## src/rtl/lbs_arbiter_if.sv

```systemverilog
// Local-bus arbiter bundle: two requester ports plus the shared slave port.
// The slave modport is the arbiter's view; the master modport is the requesters-and-slave side.
interface lbs_arbiter_if #(
    parameter int AW = 16,
    parameter int DW = 32
);
    logic          m0_req;
    logic          m0_we;
    logic [AW-1:0] m0_addr;
    logic [DW-1:0] m0_wdata;
    logic          m0_ack;
    logic [DW-1:0] m0_rdata;

    logic          m1_req;
    logic          m1_we;
    logic [AW-1:0] m1_addr;
    logic [DW-1:0] m1_wdata;
    logic          m1_ack;
    logic [DW-1:0] m1_rdata;

    logic [AW-1:0] lbs_addr;
    logic [DW-1:0] lbs_din;
    logic          lbs_we;
    logic          lbs_re;
    logic [DW-1:0] lbs_dout;
    logic          busy;

    modport slave (
        input  m0_req, m0_we, m0_addr, m0_wdata,
        input  m1_req, m1_we, m1_addr, m1_wdata,
        input  lbs_dout,
        output m0_ack, m0_rdata, m1_ack, m1_rdata,
        output lbs_addr, lbs_din, lbs_we, lbs_re, busy
    );

    modport master (
        output m0_req, m0_we, m0_addr, m0_wdata,
        output m1_req, m1_we, m1_addr, m1_wdata,
        output lbs_dout,
        input  m0_ack, m0_rdata, m1_ack, m1_rdata,
        input  lbs_addr, lbs_din, lbs_we, lbs_re, busy
    );
endinterface

```

## src/rtl/lbs_arbiter.sv

```systemverilog
// Round-robin arbiter sharing the datapath local-bus slave between the AXI4-lite
// bridge (port 0) and the configuration sequencer (port 1); one access at a time.
module lbs_arbiter #(
    parameter int U_DLY  = 1,
    parameter int AW     = 16,
    parameter int DW     = 32,
    parameter int RD_LAT = 1
) (
    input  logic         axi4_lite_clk,
    input  logic         rst_n,
    lbs_arbiter_if.slave bus
);
    typedef enum logic [1:0] {IDLE, ISSUE, WAIT, DONE} state_t;

    state_t        state;
    logic          last_grant;
    logic          gnt;
    logic          lat_we;
    logic [2:0]    cnt;

    logic          pick;
    logic          pick_we;
    logic [AW-1:0] pick_addr;
    logic [DW-1:0] pick_wdata;

    if (RD_LAT < 1 || RD_LAT > 7 || U_DLY < 0) begin : g_bad_param
        $fatal(1, "lbs_arbiter: RD_LAT must be 1..7 and U_DLY non-negative");
    end

    // On a tie the port that did not win last time is served.
    assign pick       = (bus.m0_req && bus.m1_req) ? ~last_grant : bus.m1_req;
    assign pick_we    = pick ? bus.m1_we    : bus.m0_we;
    assign pick_addr  = pick ? bus.m1_addr  : bus.m0_addr;
    assign pick_wdata = pick ? bus.m1_wdata : bus.m0_wdata;

    always_ff @(posedge axi4_lite_clk or negedge rst_n) begin
        if (!rst_n) begin
            state        <= IDLE;
            last_grant   <= 1'b1;
            gnt          <= 1'b0;
            lat_we       <= 1'b0;
            cnt          <= 3'd0;
            bus.lbs_addr <= '0;
            bus.lbs_din  <= '0;
            bus.lbs_we   <= 1'b0;
            bus.lbs_re   <= 1'b0;
            bus.busy     <= 1'b0;
            bus.m0_ack   <= 1'b0;
            bus.m1_ack   <= 1'b0;
            bus.m0_rdata <= '0;
            bus.m1_rdata <= '0;
        end else begin
            case (state)
                IDLE: begin
                    if (bus.m0_req || bus.m1_req) begin
                        gnt          <= pick;
                        last_grant   <= pick;
                        lat_we       <= pick_we;
                        bus.lbs_addr <= pick_addr;
                        bus.lbs_din  <= pick_wdata;
                        bus.lbs_we   <= pick_we;
                        bus.lbs_re   <= ~pick_we;
                        bus.busy     <= 1'b1;
                        state        <= ISSUE;
                    end
                end
                ISSUE: begin
                    bus.lbs_we <= 1'b0;
                    bus.lbs_re <= 1'b0;
                    if (lat_we) begin
                        bus.m0_ack <= ~gnt;
                        bus.m1_ack <= gnt;
                        state      <= DONE;
                    end else begin
                        cnt   <= 3'(RD_LAT);
                        state <= WAIT;
                    end
                end
                WAIT: begin
                    cnt <= cnt - 3'd1;
                    // Slave data is valid in the last counted cycle.
                    if (cnt == 3'd1) begin
                        if (gnt) bus.m1_rdata <= bus.lbs_dout;
                        else     bus.m0_rdata <= bus.lbs_dout;
                        bus.m0_ack <= ~gnt;
                        bus.m1_ack <= gnt;
                        state      <= DONE;
                    end
                end
                DONE: begin
                    bus.m0_ack <= 1'b0;
                    bus.m1_ack <= 1'b0;
                    bus.busy   <= 1'b0;
                    state      <= IDLE;
                end
                default: state <= IDLE;
            endcase
        end
    end
endmodule

```

## src/flat_wrapper.sv

```systemverilog
// flat-port wrapper written by rule: the top's interface ports become plain ports
module lbs_arbiter_flat 
#(
    parameter int U_DLY  = 1,
    parameter int AW     = 16,
    parameter int DW     = 32,
    parameter int RD_LAT = 1
)
  (axi4_lite_clk, rst_n, bus_m0_req, bus_m0_we, bus_m0_addr, bus_m0_wdata, bus_m1_req, bus_m1_we, bus_m1_addr, bus_m1_wdata, bus_lbs_dout, bus_m0_ack, bus_m0_rdata, bus_m1_ack, bus_m1_rdata, bus_lbs_addr, bus_lbs_din, bus_lbs_we, bus_lbs_re, bus_busy);
  lbs_arbiter_if #(.AW(AW), .DW(DW)) bus_i ();
  input  logic axi4_lite_clk;
  input  logic rst_n;
  input wire logic [$bits(bus_i.m0_req)-1:0] bus_m0_req;
  input wire logic [$bits(bus_i.m0_we)-1:0] bus_m0_we;
  input wire logic [$bits(bus_i.m0_addr)-1:0] bus_m0_addr;
  input wire logic [$bits(bus_i.m0_wdata)-1:0] bus_m0_wdata;
  input wire logic [$bits(bus_i.m1_req)-1:0] bus_m1_req;
  input wire logic [$bits(bus_i.m1_we)-1:0] bus_m1_we;
  input wire logic [$bits(bus_i.m1_addr)-1:0] bus_m1_addr;
  input wire logic [$bits(bus_i.m1_wdata)-1:0] bus_m1_wdata;
  input wire logic [$bits(bus_i.lbs_dout)-1:0] bus_lbs_dout;
  output wire logic [$bits(bus_i.m0_ack)-1:0] bus_m0_ack;
  output wire logic [$bits(bus_i.m0_rdata)-1:0] bus_m0_rdata;
  output wire logic [$bits(bus_i.m1_ack)-1:0] bus_m1_ack;
  output wire logic [$bits(bus_i.m1_rdata)-1:0] bus_m1_rdata;
  output wire logic [$bits(bus_i.lbs_addr)-1:0] bus_lbs_addr;
  output wire logic [$bits(bus_i.lbs_din)-1:0] bus_lbs_din;
  output wire logic [$bits(bus_i.lbs_we)-1:0] bus_lbs_we;
  output wire logic [$bits(bus_i.lbs_re)-1:0] bus_lbs_re;
  output wire logic [$bits(bus_i.busy)-1:0] bus_busy;
  assign bus_i.m0_req = bus_m0_req;
  assign bus_i.m0_we = bus_m0_we;
  assign bus_i.m0_addr = bus_m0_addr;
  assign bus_i.m0_wdata = bus_m0_wdata;
  assign bus_i.m1_req = bus_m1_req;
  assign bus_i.m1_we = bus_m1_we;
  assign bus_i.m1_addr = bus_m1_addr;
  assign bus_i.m1_wdata = bus_m1_wdata;
  assign bus_i.lbs_dout = bus_lbs_dout;
  assign bus_m0_ack = bus_i.m0_ack;
  assign bus_m0_rdata = bus_i.m0_rdata;
  assign bus_m1_ack = bus_i.m1_ack;
  assign bus_m1_rdata = bus_i.m1_rdata;
  assign bus_lbs_addr = bus_i.lbs_addr;
  assign bus_lbs_din = bus_i.lbs_din;
  assign bus_lbs_we = bus_i.lbs_we;
  assign bus_lbs_re = bus_i.lbs_re;
  assign bus_busy = bus_i.busy;
  lbs_arbiter #(.U_DLY(U_DLY), .AW(AW), .DW(DW), .RD_LAT(RD_LAT)) u_core (.axi4_lite_clk(axi4_lite_clk), .rst_n(rst_n), .bus(bus_i));
endmodule
```

## config.mk

```make
export PLATFORM = sky130hd
export DESIGN_NAME = lbs_arbiter_flat
export DESIGN_NICKNAME = d
export VERILOG_FILES = /design/src/rtl/lbs_arbiter_if.sv /design/src/rtl/lbs_arbiter.sv /design/src/flat_wrapper.sv
export SDC_FILE = /design/constraint.sdc
export NUM_CORES = 1
export LEC_CHECK = 0
export CORE_ASPECT_RATIO = 1.25
export CORE_MARGIN = 5
export CORE_UTILIZATION = 45
export DETAILED_ROUTE_END_ITERATION = 8
export PLACE_DENSITY = 0.83
export SYNTH_ARGS = -nofsm -noshare
export SYNTH_HDL_FRONTEND = slang
export SYNTH_SLANG_ARGS = --single-unit
```

## constraint.sdc

```tcl
create_clock -name axi4_lite_clk -period 5.1 [get_ports axi4_lite_clk]
set_input_delay 0.51 -clock axi4_lite_clk [delete_from_list [all_inputs] [get_ports axi4_lite_clk]]
set_output_delay 0.51 -clock axi4_lite_clk [all_outputs]
set_load 0.05 [all_outputs]
```

==> impl_results.md <==
- Worst-path clk slew: approximately 0.06 ns
- Die H: roughly 130 um
- Worst-skew pair later-pin latency: 0.41 ns
- Unique masters post-synth: 35
- Total iterations of the first detailed-routing run: 4
- Sequential element share of the synthesized area: about three fifths
- Synth Area per Inst: 12.9 sq um
- Max VDD drop: between 0.4 and 0.5 mV
- Placed Cells: roughly 800
- Layout cell share with drive strength beyond 1: between 10% and 20%
- Total track usage: 22.5%
- CP Class: primary input to register
- Final GP Congestion: about 0.79
- Initial DRC count: 125
- Worst r2r src: u_core.last_grant$_DFFE_PN1P_
- Synth area leaders: dfrtp_1, mux2_2, mux2i_1
- Drt drc: 0
- CTS tree: done
- Critical path, cell by cell: clkdlybuf4s50_1 -> a21boi_4 -> buf_4 -> mux2i_1 -> o21ai_0
- Post-Synth Simple-Gate Area: 5.76%
- Synthesis-to-layout area growth: 59.1%
- Vias in the first global route: about 4,700
- Setup ws final: about 2.5 ns
- Most frequent cells after synthesis: dfrtp_1, mux2_2, o21ai_0
- EDFF count, synth: 0
- Tot Pwr: between 6 and 7 mW
- Main synth FF type: dfrtp_1
- Mux share of post-synthesis cell area: 23.3%
- Worst-margin pin slew: around 1.0 ns
- Area leader, netlist: dfrtp_1
- Syn_nets: roughly 560
- Crit path from: bus_m1_req
- DP HPWL: ~12,000 um
- Slowest stage delay, CP: 0.87 ns
- Worst slew margin: 29.9%
- Pleak: roughly 3.7 nW
- Mapped cell area: 5380 sq um
- RSZ-0062 raised after global routing: no
- Pre-CTS setup slack: 2.02 ns
- Rows: 44
- CP bufs+invs: 2
- Fin area: 8560 sq um
- Setup TNS: 0 ns
- CTS HTree Levels: 4
- Final cell count without fillers: around 840
- R2R Path End: u_core.bus.lbs_addr[0]$_DFFE_PN0P_
- Root Driver: clkbuf_16
- Min Hold Slack: approximately 0.27 ns
- FF-to-FF setup slack: 2.85 ns
- Number of buffers added to fix hold violations after cts: 0
- Postcts setup bufs: 0
- Vias: around 4,200
- Num CTS Buffers: 17
- Post-Synth Adder-Cell Area: between 1.5 and 2%
- Crit path launch type: primary input
- Final wirelength: roughly 16,000 um
- Die area: approximately 14,000 sq um
- Port bufs: 250
- Die extent in x: approximately 110 um
- Required time worst endpoint: ~5.4 ns
- Top-area cell type share of the netlist area: between 50 and 60%
- Slew Limit Fails: 0
- Antenna viol nets, final: 0
- Worst Reg-to-Reg Cells: 4
- Critical-path top delay cell: a21boi_4
- Delay-heaviest family, CP: buffers and inverters
- Clk_skew: about 0.0076 ns
- Yosys reg bits: approximately 130
- Drt wl/cell: approximately 19 um
- Io pins: about 250
- Antenna cells: 0
- Fmax: around 380 MHz
- Synth Instances: ~420
- Largest net degree at the start of global routing: 93
- # fillers: approximately 810
- Ys async rst share: 100%
- First-pass GRT wire length: around 25,000 um
- Final Critical Period: approximately 2.6 ns
- Worst EP arrival: around 2.9 ns
- Fin nets: 808
- CTS resizes: 0
- Post-Synth XOR/XNOR Area: 0%
- Vias/cell: between 5 and 6
- Final hold violations: 0
- Status: finished clean
- Max cap viols: 0
- Hold WC Path Type: primary input to async pin
- Fin util: 73.4%
- Largest family of logic cells by synthesized area: multiplexers
- Initial Util: a little under half
- CP max FO: 27
- Compound-Gate Fraction of Synth Area: between 7 and 8%
- Pwr/cell area: 785 nW/um^2
- Number of antenna violations at the first check in global routing: 1
- GRT Residual Overflow: 0
- Final period util: about half
- Yosys warns: 0
- Final setup viols: 0
- Most common cell in the synthesized netlist: dfrtp_1
- CTS sink count: 125
- CP Capture Type: register
- Core Area: roughly 12,000 sq um
- Placed cell area: roughly 8000 sq um
- Clock Path Buffers: 2
## kinds of logic (layout without fill, tap and decap cells)
group	after synthesis	count (layout)
multiplexers	117	117
adder cells (fa/ha/maj)	7	7
buffers and inverters	31	293
flip-flops	125	125
AND/OR/NAND/NOR	67	67
AO/OA/AOI/OAI	71	71
## worst max path at each step
stage | slack, ns | to | cells after the start
5_1_grt | 2.27 | u_core.bus.lbs_din[15]$_DFFE_PN0P_ | 5
6_report | 2.46 | u_core.bus.lbs_addr[0]$_DFFE_PN0P_ | 5
3_5_place_dp | 2.02 | u_core.bus.lbs_addr[11]$_DFFE_PN0P_ | 5
2_1_floorplan | 3.37 | u_core.bus.m0_rdata[10]$_DFFE_PN0P_ | 6
4_1_cts | 2.46 | u_core.bus.lbs_addr[11]$_DFFE_PN0P_ | 5
3_3_place_gp | 2.10 | u_core.bus.lbs_addr[6]$_DFFE_PN0P_ | 5
## flip-flops by register name, summed over array words and instances, names as in the netlist
signal,count
u_core.bus.lbs_re,1
u_core.bus.busy,1
u_core.cnt,3
u_core.bus.m1_rdata,32
u_core.bus.lbs_we,1
u_core.bus.lbs_din,32
u_core.bus.lbs_addr,16
u_core.bus.m0_ack,1
u_core.state,2
u_core.bus.m1_ack,1
u_core.bus.m0_rdata,32
u_core.gnt,1
u_core.last_grant,1
u_core.lat_we,1
## per-layer routing
layer / vias to the layer above / part of all wire [%] / wire length, um / global-route usage, %
li1: 1964 / - / - / -
met1: 2021 / 37 / 5840 / 24.6
met2: 209 / 49 / 7770 / 37.6
met3: 35 / 12 / 1820 / 10.8
met4: 2 / 2.3 / 369 / 8.91
met5: - / 0.082 / 13 / 0
## area by class of cell
cell class	count	area [sq um]	area share, %
clock buffers	18	429	5.01
well taps	161	201	2.35
repair buffers	255	2540	29.6
multi-input cells	262	2080	24.3
flip-flops and latches	125	3130	36.5
clock inverters	14	168	1.96
inverters	6	22.5	0.263
## worst register-to-register path: cells and delay by family (launching register included)
| kind | cells | cell delay (ns) |
|---|---|---|
| mux | 1 | 0.26 |
| flops | 1 | 0.39 |
| compound gates | 2 | 0.90 |
| buf+inv | 1 | 0.55 |
## power breakdown
part | switching (mW) | leakage (nW) | internal [mW]
combinational | 2.39 | 1.87 | 1.33
sequential | 0.295 | 1.51 | 1.49
clock | 0.444 | 0.287 | 0.769
## cells in the final DEF (no fill, tap or decap), types with 2 or more instances in the layout
cell	instances
bufinv_16	3
inv_1	6
a31oi_1	2
mux2_2	67
nand2_1	51
mux2i_1	50
a22o_1	2
ha_1	7
clkinvlp_4	3
inv_6	3
dfrtp_1	124
clkinv_2	4
clkdlybuf4s50_1	249
o21ai_0	55
clkbuf_16	17
a221oi_1	2
buf_4	6
nor2_1	4
nor3b_1	3
nor2b_1	3
Note: power is estimated with default switching activity, not from simulation.
